$ cat src/rtl/rubik_wr_seq_pkg.sv
// ============================================================================
// Module  : rubik_wr_seq_pkg
// Brief   : Shared types and field offsets for the Rubik write sequencer.
// Revision: 1.0 - initial release
// ============================================================================
`default_nettype none

package rubik_wr_seq_pkg;

  // Sequencer states
  typedef enum logic [1:0] {
    IDLE     = 2'd0,
    CMD      = 2'd1,
    DATA     = 2'd2,
    WAIT_ACK = 2'd3
  } state_e;

  // Write-command word fields: [10] last, [9:0] size = beats-1
  localparam int LAST_BIT = 10;
  localparam int SIZE_MSB = 9;
  localparam int SIZE_W   = SIZE_MSB + 1;

  // Header: size field sits right above the line address
  function automatic int hdr_size_lsb(input int addr_w);
    return addr_w;
  endfunction

  // Header: require_ack bit follows the 13-bit size field
  function automatic int hdr_ack_bit(input int addr_w);
    return addr_w + 13;
  endfunction

  // Packet type bit (1 = header, 0 = data) is the MSB of the request
  function automatic int type_bit(input int data_w);
    return data_w;
  endfunction

endpackage

`default_nettype wire

$ cat src/rtl/rubik_wr_skid.sv
// ============================================================================
// Module  : rubik_wr_skid
// Brief   : 2-entry valid/ready skid buffer with registered outputs. The
//           space indication depends only on internal state, so upstream
//           ready never combinationally depends on downstream ready.
// Revision: 1.0 - initial release
// ============================================================================
`default_nettype none

module rubik_wr_skid #(
  parameter int WIDTH = 257
) (
  input  logic             nvdla_core_clk,
  input  logic             nvdla_core_rstn,
  input  logic             in_vld,
  input  logic [WIDTH-1:0] in_pd,
  output logic             space,
  output logic             out_vld,
  input  logic             out_rdy,
  output logic [WIDTH-1:0] out_pd
);

  logic             head_vld;
  logic             tail_vld;
  logic [WIDTH-1:0] head;
  logic [WIDTH-1:0] tail;
  logic             pop;

  assign pop     = head_vld & out_rdy;
  assign space   = ~tail_vld;
  assign out_vld = head_vld;
  assign out_pd  = head;

  // Head entry drives the output; tail catches a push that arrives while the head is stalled
  always_ff @(posedge nvdla_core_clk or negedge nvdla_core_rstn) begin
    if (!nvdla_core_rstn) begin
      head_vld <= 1'b0;
      tail_vld <= 1'b0;
      head     <= '0;
      tail     <= '0;
    end else if (!head_vld) begin
      if (in_vld) begin
        head     <= in_pd;
        head_vld <= 1'b1;
      end
    end else if (!tail_vld) begin
      if (pop) begin
        head_vld <= in_vld;
        if (in_vld) head <= in_pd;
      end else if (in_vld) begin
        tail     <= in_pd;
        tail_vld <= 1'b1;
      end
    end else if (pop) begin
      // Full: no push can arrive because space is low
      head     <= tail;
      tail_vld <= 1'b0;
    end
  end

endmodule

`default_nettype wire

$ cat src/rtl/rubik_wr_seq.sv
// ============================================================================
// Module  : rubik_wr_seq
// Brief   : Rubik write sequencer. Turns each write command into one DMA
//           header followed by size+1 data beats, advances the destination
//           line address per command and raises op_done once the DMA acks
//           the final command of the layer.
// Config  : NV_RUBIK_WR_SEQ_PERF_EN adds perf_stall_cnt (saturating count of
//           cycles where a request is valid but the DMA is not ready).
// Revision: 1.0 - initial release
// ============================================================================
`default_nettype none

module rubik_wr_seq
  import rubik_wr_seq_pkg::*;
#(
  parameter int DATA_W     = 256,
  parameter int ADDR_W     = 64,
  parameter int BEAT_BYTES = 32
) (
  input  logic              nvdla_core_clk,
  input  logic              nvdla_core_rstn,
  input  logic              wcmd_pvld,
  output logic              wcmd_prdy,
  input  logic [10:0]       wcmd_pd,
  input  logic              dp_pvld,
  output logic              dp_prdy,
  input  logic [DATA_W-1:0] dp_pd,
  output logic              dma_wr_req_pvld,
  input  logic              dma_wr_req_prdy,
  output logic [DATA_W:0]   dma_wr_req_pd,
  input  logic              dma_wr_rsp_complete,
  input  logic              reg_op_en,
  input  logic [ADDR_W-1:0] reg_dst_base,
  input  logic [ADDR_W-1:0] reg_line_stride,
  output logic              op_done
`ifdef NV_RUBIK_WR_SEQ_PERF_EN
  ,
  output logic [31:0]       perf_stall_cnt
`endif
);

  localparam int SIZE_LSB = hdr_size_lsb(ADDR_W);
  localparam int ACK_BIT  = hdr_ack_bit(ADDR_W);
  localparam int TYPE_BIT = type_bit(DATA_W);

  // The header must fit inside one beat and the beat size must match the bus width
  if ((DATA_W < ADDR_W + 14) || (BEAT_BYTES * 8 != DATA_W)) begin : g_cfg_check
    $error("rubik_wr_seq: inconsistent DATA_W / ADDR_W / BEAT_BYTES");
  end

  state_e            state;
  state_e            state_nxt;
  logic              op_en_d;
  logic              start;
  logic [ADDR_W-1:0] line_addr;
  logic [SIZE_W-1:0] size_q;
  logic [SIZE_W-1:0] beat_cnt;
  logic              last_q;
  logic              rsp_flag;
  logic              ack_seen;
  logic              wcmd_hs;
  logic              dp_hs;
  logic              final_beat;
  logic              done_fire;
  logic              skid_space;
  logic              push;
  logic [DATA_W:0]   push_pd;

  assign start      = reg_op_en & ~op_en_d;
  assign wcmd_hs    = wcmd_pvld & wcmd_prdy;
  assign dp_hs      = dp_pvld & dp_prdy;
  assign final_beat = dp_hs & (beat_cnt == size_q);
  assign ack_seen   = rsp_flag | dma_wr_rsp_complete;
  // An ack captured early completes the layer on the same edge the final beat is taken
  assign done_fire  = ((state == WAIT_ACK) & ack_seen) |
                      ((state == DATA) & final_beat & last_q & ack_seen);

  // State register
  always_ff @(posedge nvdla_core_clk or negedge nvdla_core_rstn) begin
    if (!nvdla_core_rstn) state <= IDLE;
    else                  state <= state_nxt;
  end

  // Next-state logic
  always_comb begin
    state_nxt = state;
    case (state)
      IDLE:     if (start) state_nxt = CMD;
      CMD:      if (wcmd_hs) state_nxt = DATA;
      DATA: begin
        if (final_beat) begin
          if (!last_q)       state_nxt = CMD;
          else if (ack_seen) state_nxt = IDLE;
          else               state_nxt = WAIT_ACK;
        end
      end
      default:  if (ack_seen) state_nxt = IDLE;
    endcase
  end

  // Output logic: handshakes gated by buffer space, header/data packet build
  always_comb begin
    wcmd_prdy = 1'b0;
    dp_prdy   = 1'b0;
    push_pd   = '0;
    case (state)
      CMD:     wcmd_prdy = skid_space;
      DATA:    dp_prdy   = skid_space;
      default: ;
    endcase
    if (wcmd_hs) begin
      push_pd[TYPE_BIT]               = 1'b1;
      push_pd[ADDR_W-1:0]             = line_addr;
      push_pd[SIZE_LSB +: SIZE_W]     = wcmd_pd[SIZE_MSB:0];
      push_pd[ACK_BIT]                = wcmd_pd[LAST_BIT];
    end else begin
      push_pd[DATA_W-1:0]             = dp_pd;
    end
  end

  assign push = wcmd_hs | dp_hs;

  // Layer datapath: enable edge, line address, command fields, beat count, early-ack flag
  always_ff @(posedge nvdla_core_clk or negedge nvdla_core_rstn) begin
    if (!nvdla_core_rstn) begin
      op_en_d   <= 1'b0;
      line_addr <= '0;
      size_q    <= '0;
      last_q    <= 1'b0;
      beat_cnt  <= '0;
      rsp_flag  <= 1'b0;
      op_done   <= 1'b0;
    end else begin
      op_en_d <= reg_op_en;
      op_done <= done_fire;
      if ((state == IDLE) && start)
        line_addr <= reg_dst_base;
      else if ((state == DATA) && final_beat)
        line_addr <= line_addr + reg_line_stride;
      if (wcmd_hs) begin
        size_q   <= wcmd_pd[SIZE_MSB:0];
        last_q   <= wcmd_pd[LAST_BIT];
        beat_cnt <= '0;
      end else if (dp_hs) begin
        beat_cnt <= beat_cnt + 1'b1;
      end
      if ((state == IDLE) || done_fire)
        rsp_flag <= 1'b0;
      else if (dma_wr_rsp_complete)
        rsp_flag <= 1'b1;
    end
  end

  rubik_wr_skid #(
    .WIDTH (DATA_W + 1)
  ) u_skid (
    .nvdla_core_clk  (nvdla_core_clk),
    .nvdla_core_rstn (nvdla_core_rstn),
    .in_vld          (push),
    .in_pd           (push_pd),
    .space           (skid_space),
    .out_vld         (dma_wr_req_pvld),
    .out_rdy         (dma_wr_req_prdy),
    .out_pd          (dma_wr_req_pd)
  );

`ifdef NV_RUBIK_WR_SEQ_PERF_EN
  // Saturating count of stalled request cycles, cleared at each layer start
  always_ff @(posedge nvdla_core_clk or negedge nvdla_core_rstn) begin
    if (!nvdla_core_rstn)
      perf_stall_cnt <= '0;
    else if ((state == IDLE) && start)
      perf_stall_cnt <= '0;
    else if (dma_wr_req_pvld && !dma_wr_req_prdy && (perf_stall_cnt != 32'hFFFF_FFFF))
      perf_stall_cnt <= perf_stall_cnt + 32'd1;
  end
`endif

endmodule

`default_nettype wire

$ cat config.mk
export PLATFORM = sky130hd
export DESIGN_NAME = rubik_wr_seq
export DESIGN_NICKNAME = d
export VERILOG_FILES = /design/src/rtl/rubik_wr_seq_pkg.sv /design/src/rtl/rubik_wr_skid.sv /design/src/rtl/rubik_wr_seq.sv
export SDC_FILE = /design/constraint.sdc
export NUM_CORES = 1
export LEC_CHECK = 0
export BUFFER_PORTS_ARGS = -buffer_cell sky130_fd_sc_hd__buf_2
export CORE_MARGIN = 10
export CORE_UTILIZATION = 40
export DETAILED_ROUTE_END_ITERATION = 10
export MAX_ROUTING_LAYER = met4
export SYNTH_ARGS = -nofsm -noshare
export SYNTH_HDL_FRONTEND = slang
export SYNTH_SLANG_ARGS = --single-unit
$ cat constraint.sdc
create_clock -name nvdla_core_clk -period 4.6 [get_ports nvdla_core_clk]
set_clock_uncertainty 0.1 [all_clocks]
set_input_delay 0.92 -clock nvdla_core_clk [delete_from_list [all_inputs] [get_ports nvdla_core_clk]]
set_output_delay 0.92 -clock nvdla_core_clk [all_outputs]
set_load 0.05 [all_outputs]
**Word level (Yosys, flattened, before mapping)**

Cells that the tools add are included.

- Muxes and demuxes: 32
- Order comparisons: 0
- Add/subtract/negate cells: 2
- Shifts and indexed selects: 0
- Divide/modulo/power cells: 0
- Bitwise logic cells: 15
- Reduce and logical (&&, ||, !) cells: 10
- Multipliers: 0
- Equality and inequality tests: 8

Operators with widths:

| cell | count |
|---|---|
| 257-bit 2-to-1 mux | 5 |
| 178-bit 2-to-1 mux | 1 |
| 64-bit 2-to-1 mux | 2 |
| 74-bit 2-to-1 mux | 1 |
| 64-bit adder | 1 |
| 10-bit 2-to-1 mux | 2 |
| 1-bit 2-to-1 mux | 13 |
| 2-bit 2-to-1 mux | 6 |
| 10-bit by 1-bit adder with 10-bit output, second input constant | 1 |
| 10-bit == test | 1 |
| 1-bit AND | 9 |
| 2-bit inequality test, second input constant | 4 |
| 4-bit AND reduction | 2 |
| 2-bit case mux with 3 select lines | 1 |
| 2-bit nonzero test | 3 |
| 2-bit == test, second input constant | 2 |
| 4-bit nonzero test | 1 |
| 3-bit 2-to-1 mux | 1 |
| 1-bit inverter | 3 |
| 1-bit bitwise OR | 3 |
| 2-bit by 1-bit == test with 1-bit output, second input constant | 1 |
| 1-bit logical AND | 2 |
| 2-bit zero test | 1 |
| 1-bit logical OR | 1 |

- Latch bits: 0
- Memory bits (read-only): 0
- Register bits after elaboration: 606
- Memory bits (writable): 0
- Logic and storage cells: 79
- Memories: 0
- Input bits: 402
- Output and inout port bits: 261

**Longest topological paths before layout**

- Depth after elaboration: 10
- Gate-level depth with buffers: 13
- Mapped depth without buffers: 13

**By module**

From an unflattened synthesis, not the netlist that was laid out.

- Cells, all modules: 3094
- Area, all modules: 32367.3 um^2

By module, submodules not included:

| module | area an instance (um^2) | instances | cells an instance |
|---|---|---|---|
| rubik_wr_skid | 22688.0 | 1 | 1697 |
| rubik_wr_seq | 9679.3 | 1 | 1397 |

**Least setup slack after synthesis**

OpenSTA, ideal clock, no wires.

- Kind: input port to flip-flop
- Start point: input reg_line_stride[0]
- End point: register line_addr[58]
- Stages on the path: 13
- Arrival: 3.727 ns
- Required time: 4.413 ns
- Slack: 0.686 ns
- Buffers on the path: 0
- Library setup time: 0.087 ns
- Path through: ha_1 fa_1 a21oi_1 o311ai_2 nand4b_1 a311oi_2 a31oi_2 o31ai_2 a221oi_2 o221ai_2 a311oi_1 mux2_1 o211ai_1

- Cells in the longest elaborated chain, start to end: 3

RTL lines:

| item | RTL line | RTL |
|---|---|---|
| start, declared | rubik_wr_seq.sv:34 | `input logic [ADDR_W-1:0] reg_line_stride,` |
| 64-bit adder | rubik_wr_seq.sv:139 | `line_addr <= line_addr + reg_line_stride;` |
| 64-bit 2-to-1 mux | rubik_wr_seq.sv:138 | `else if ((state == DATA) && final_beat)` |
| 64-bit 2-to-1 mux | rubik_wr_seq.sv:136 | `if ((state == IDLE) && start)` |
| end signal, assigned | rubik_wr_seq.sv:137 | `line_addr <= reg_dst_base;` |
| end signal, assigned | rubik_wr_seq.sv:139 |  |
| end, declared | rubik_wr_seq.sv:55 | `logic [ADDR_W-1:0] line_addr;` |

No other way between the ends. The select of a mux whose other input is x is not followed.
A chain may end at the register's enable or synchronous reset.

**Final worst setup path**

Same ends and word-level chain as after synthesis.

==> results.rst <==
.. list-table::
   :header-rows: 1

   * - Metric
     - Value
   * - HPWL after DPL
     - 74100 µm
   * - Family with the most delay on the worst path
     - compound AO/OA/AOI/OAI gates
   * - X dimension of the die
     - 289 µm
   * - WL final
     - 104000 µm
   * - Portion of the post-synthesis area used by sequential elements
     - 0.525
   * - Area growth from synthesis to layout
     - 23.4%
   * - Endpoint arrival time on the critical path
     - 4.38 ns
   * - All-layer global routing usage
     - 0.247
   * - Gates resized, CTS repair
     - 0
   * - M3 GR Usage
     - 0.0608
   * - Worst-path maximum fanout
     - 3
   * - Via count
     - 25800
   * - CTS buffer count
     - 70
   * - Fraction of the cycle the final worst path needs
     - 0.861
   * - First-pass GRT wire length
     - 156000 µm
   * - Deepest clock path buffer count
     - 3
   * - Critical-path cell with the highest stage delay
     - sky130_fd_sc_hd__a221oi_2
   * - Floorplan Core Area
     - 71500 µm²
   * - Cell Rows
     - 98
   * - Unrepaired setup endpoints after global routing
     - no
   * - Maximum Capacitance Violations
     - 0
   * - Count of flip-flops with a built-in enable after synthesis
     - 0
   * - Highest achievable clock rate
     - 253 MHz
   * - Detailed Routing Iterations Pass 1
     - 6
   * - Count of boundary I/O pins
     - 663
   * - Count of clock tree sinks
     - 606
   * - Share of cells above drive strength 1
     - 0.226
   * - Mean post-synth cell area
     - 9.01 µm²
   * - Power density cells
     - 765 nW/µm²
   * - Share of synthesized registers carrying an async set or reset
     - 1.00
   * - Hold Path Class
     - input port to async pin
   * - Number of endpoints failing setup at the final stage
     - 0
   * - Busiest layer in global routing
     - met2
   * - Clock period minus worst slack
     - 3.96 ns
   * - Largest voltage drop on the vdd net
     - 0.387 mV
   * - Capturing element type of the critical path
     - flop
   * - Number of nets in the final layout
     - 4213
   * - Cell count after synthesis
     - 3204
   * - Nature of the critical path startpoint
     - input port
   * - Area of placed instances
     - 33100 µm²
   * - Worst slew margin
     - 0.164
   * - WP data required
     - 5.02 ns
   * - Synthesized cell area
     - 28900 µm²
   * - Antenna-violating nets left
     - 0
   * - Number of distinct library cell variants in the gate-level netlist after synthesis
     - 66
   * - Number of DRC markers after the initial detailed-route iteration
     - 2144
   * - Post-Route Setup TNS
     - 0 ns
   * - CP Class
     - input port to flop
   * - GR met2 Demand/Resource
     - 0.383
   * - Routability-driven placement congestion ratio
     - 0.937
   * - Most common flop cell mapped by yosys
     - sky130_fd_sc_hd__dfrtp_1
   * - Root buffer cell
     - sky130_fd_sc_hd__clkbuf_16
   * - Utilization of the core after routing
     - 0.498
   * - Status
     - completed
   * - GRT met1 Usage
     - 0.309
   * - Design area
     - 35600 µm²
   * - Least-Margin Pin Slew
     - 1.25 ns
   * - DR WL/cell
     - 21.8 µm
   * - Delay of the slowest critical-path stage
     - 0.43 ns
   * - Chain of cells forming the critical path
     - buf_2 -> ha_1 -> fa_1 -> a21oi_1 -> o311ai_2 -> nand4b_1 -> a311oi_2 -> a31oi_2 -> o31ai_2 -> a221oi_2 -> o221ai_2 -> a311oi_1 -> mux2_1 -> o211ai_1
   * - Grt ovf
     - 0
   * - Via-per-instance ratio
     - 5.42
   * - Count of input and output buffers
     - 662
   * - TritonCTS clock tree
     - yes
   * - Leading cell type in the layout, fill and taps excluded
     - sky130_fd_sc_hd__nand2_1
   * - FF+latch count, synth
     - 606
   * - DRC
     - 0
   * - Largest net degree at the start of global routing
     - 231
   * - # hold bufs at CTS
     - 0
   * - Overall die area
     - 83300 µm²
   * - Post-synthesis net count
     - 3671
   * - Clock Latency Late Sink
     - 0.61 ns
   * - Initial standard-cell utilization of the core
     - 0.404
   * - Number of warnings issued by yosys
     - 0
   * - Antenna violations before repair
     - 21
   * - Die height
     - 289 µm
   * - Most frequent cells in the layout
     - sky130_fd_sc_hd__nand2_1 (881), sky130_fd_sc_hd__buf_2 (661), sky130_fd_sc_hd__dfrtp_1 (606)
   * - Count of final hold-check violations
     - 0
   * - Max H-tree Level
     - 3
   * - Worst-path clk slew
     - 0.06 ns
   * - Via count of the first global-routing pass
     - 25700
   * - Standby leakage power
     - 18.1 nW
   * - Buffer and inverter count on the worst path
     - 1
   * - Number of setup buffers added after CTS
     - 0
   * - Final number of max-transition violations
     - 0
==> power breakdown <==
group	total, mW	switching, mW	leakage [nW]	internal (mW)
sequential	8.82	1.34	7.62	7.48
combinational	12.5	8.67	9.28	3.81
clock	5.96	2.33	1.20	3.64
total	27.3	12.3	18.1	14.9
==> state kept, by name, indices dropped and copies added, names as in the netlist <==
signal and count:
u_skid.tail 257, size_q 10, state 2, u_skid.out_pd 257, rsp_flag 1, u_skid.out_vld 1, op_en_d 1, last_q 1
line_addr 64, op_done 1, u_skid.tail_vld 1, beat_cnt 10
==> kinds of logic (layout without fill, tap and decap cells) <==
family	Yosys count	count (layout)	share of synthesized area
AND/OR/NAND/NOR	1320	1320	0.181
AO/OA/AOI/OAI	858	858	0.201
flip-flops	606	606	0.525
adder cells (fa/ha/maj)	65	65	0.0284
multiplexers	20	20	0.00698
XOR/XNOR	77	77	0.0234
other	0	17	0
buffers and inverters	258	851	0.0337
==> layer usage <==
| metal | vias up | part of all wire |
|---|---|---|
| li1 | 12300 | - |
| met1 | 12400 | 0.42 |
| met2 | 962 | 0.46 |
| met3 | 171 | 0.083 |
| met4 | 0 | 0.037 |
| met5 | - | 0 |
==> area by class of cell <==
class                   count  area [µm²]
fillers                  6791       35900
flip-flops and latches    606       15200
multi-input cells        2340       12800
repair buffers            711        3880
clock buffers             101        2060
well taps                 950        1190
clock inverters            22         410
inverters                  17        63.8
diodes                     17        42.5
==> cell usage after synthesis (3+ instances only) <==
library cell,count,area share
sky130_fd_sc_hd__a211oi_1,7,0.0018
sky130_fd_sc_hd__a21o_1,43,0.011
sky130_fd_sc_hd__a21oi_1,187,0.032
sky130_fd_sc_hd__a221o_1,183,0.063
sky130_fd_sc_hd__a221oi_1,5,0.0015
sky130_fd_sc_hd__a22oi_1,3,0.00078
sky130_fd_sc_hd__a31oi_1,22,0.0048
sky130_fd_sc_hd__a31oi_2,3,0.0013
sky130_fd_sc_hd__and2_1,5,0.0011
sky130_fd_sc_hd__and3_1,3,0.00065
sky130_fd_sc_hd__and4_1,8,0.0024
sky130_fd_sc_hd__buf_1,16,0.0021
sky130_fd_sc_hd__buf_2,4,0.00069
sky130_fd_sc_hd__clkbuf_1,221,0.029
sky130_fd_sc_hd__dfrtp_1,606,0.53
sky130_fd_sc_hd__ha_1,64,0.028
sky130_fd_sc_hd__inv_1,16,0.0021
sky130_fd_sc_hd__mux2i_1,19,0.0066
sky130_fd_sc_hd__nand2_1,884,0.11
sky130_fd_sc_hd__nand2b_1,7,0.0015
sky130_fd_sc_hd__nand3_1,26,0.0045
sky130_fd_sc_hd__nand4_1,23,0.0050
sky130_fd_sc_hd__nor2_1,330,0.043
sky130_fd_sc_hd__nor2b_1,8,0.0017
sky130_fd_sc_hd__nor3_1,9,0.0016
sky130_fd_sc_hd__nor3b_1,4,0.0010
sky130_fd_sc_hd__nor4_1,5,0.0011
sky130_fd_sc_hd__o211ai_1,5,0.0013
sky130_fd_sc_hd__o21ai_0,238,0.041
sky130_fd_sc_hd__o21ai_1,18,0.0031
sky130_fd_sc_hd__o21bai_1,12,0.0031
sky130_fd_sc_hd__o221a_2,4,0.0016
sky130_fd_sc_hd__o22ai_1,98,0.021
sky130_fd_sc_hd__or3_1,3,0.00065
sky130_fd_sc_hd__xnor2_1,36,0.011
sky130_fd_sc_hd__xor2_1,41,0.012
==> through the flow <==
stage / instances / power (mW) / worst slack [ns] / hold WS [ns]
2_1_floorplan: 3204 / 17.6 / 0.686 / 0.346
6_report: 4764 / 27.3 / 0.641 / 0.288
5_1_grt: 4763 / 29.0 / 0.466 / 0.328
3_5_place_dp: 4624 / 21.4 / 0.0308 / 0.362
3_3_place_gp: 4624 / 21.2 / 0.144 / 0.358
4_1_cts: 4747 / 27.4 / 0.679 / 0.286
==> path summary, 6_finish.rpt <==
kind                                         startpoint                       endpoint  slack (ns)  cells past startpoint
max in group asynchronous               nvdla_core_rstn   u_skid.tail[212]$_DFFE_PN0P_        3.18                      2
min reg2reg                  u_skid.tail[3]$_DFFE_PN0P_     u_skid.tail[3]$_DFFE_PN0P_        0.38                      2
min                                     nvdla_core_rstn  u_skid.out_pd[87]$_DFFE_PN0P_        0.29                      1
max                                  reg_line_stride[0]      line_addr[58]$_DFFE_PN0P_        0.64                     14
min in group nvdla_core_clk  u_skid.tail[3]$_DFFE_PN0P_     u_skid.tail[3]$_DFFE_PN0P_        0.38                      2
max reg2reg                    line_addr[0]$_DFFE_PN0P_      line_addr[58]$_DFFE_PN0P_        0.67                     13
Note: power is estimated with default switching activity, not from simulation.
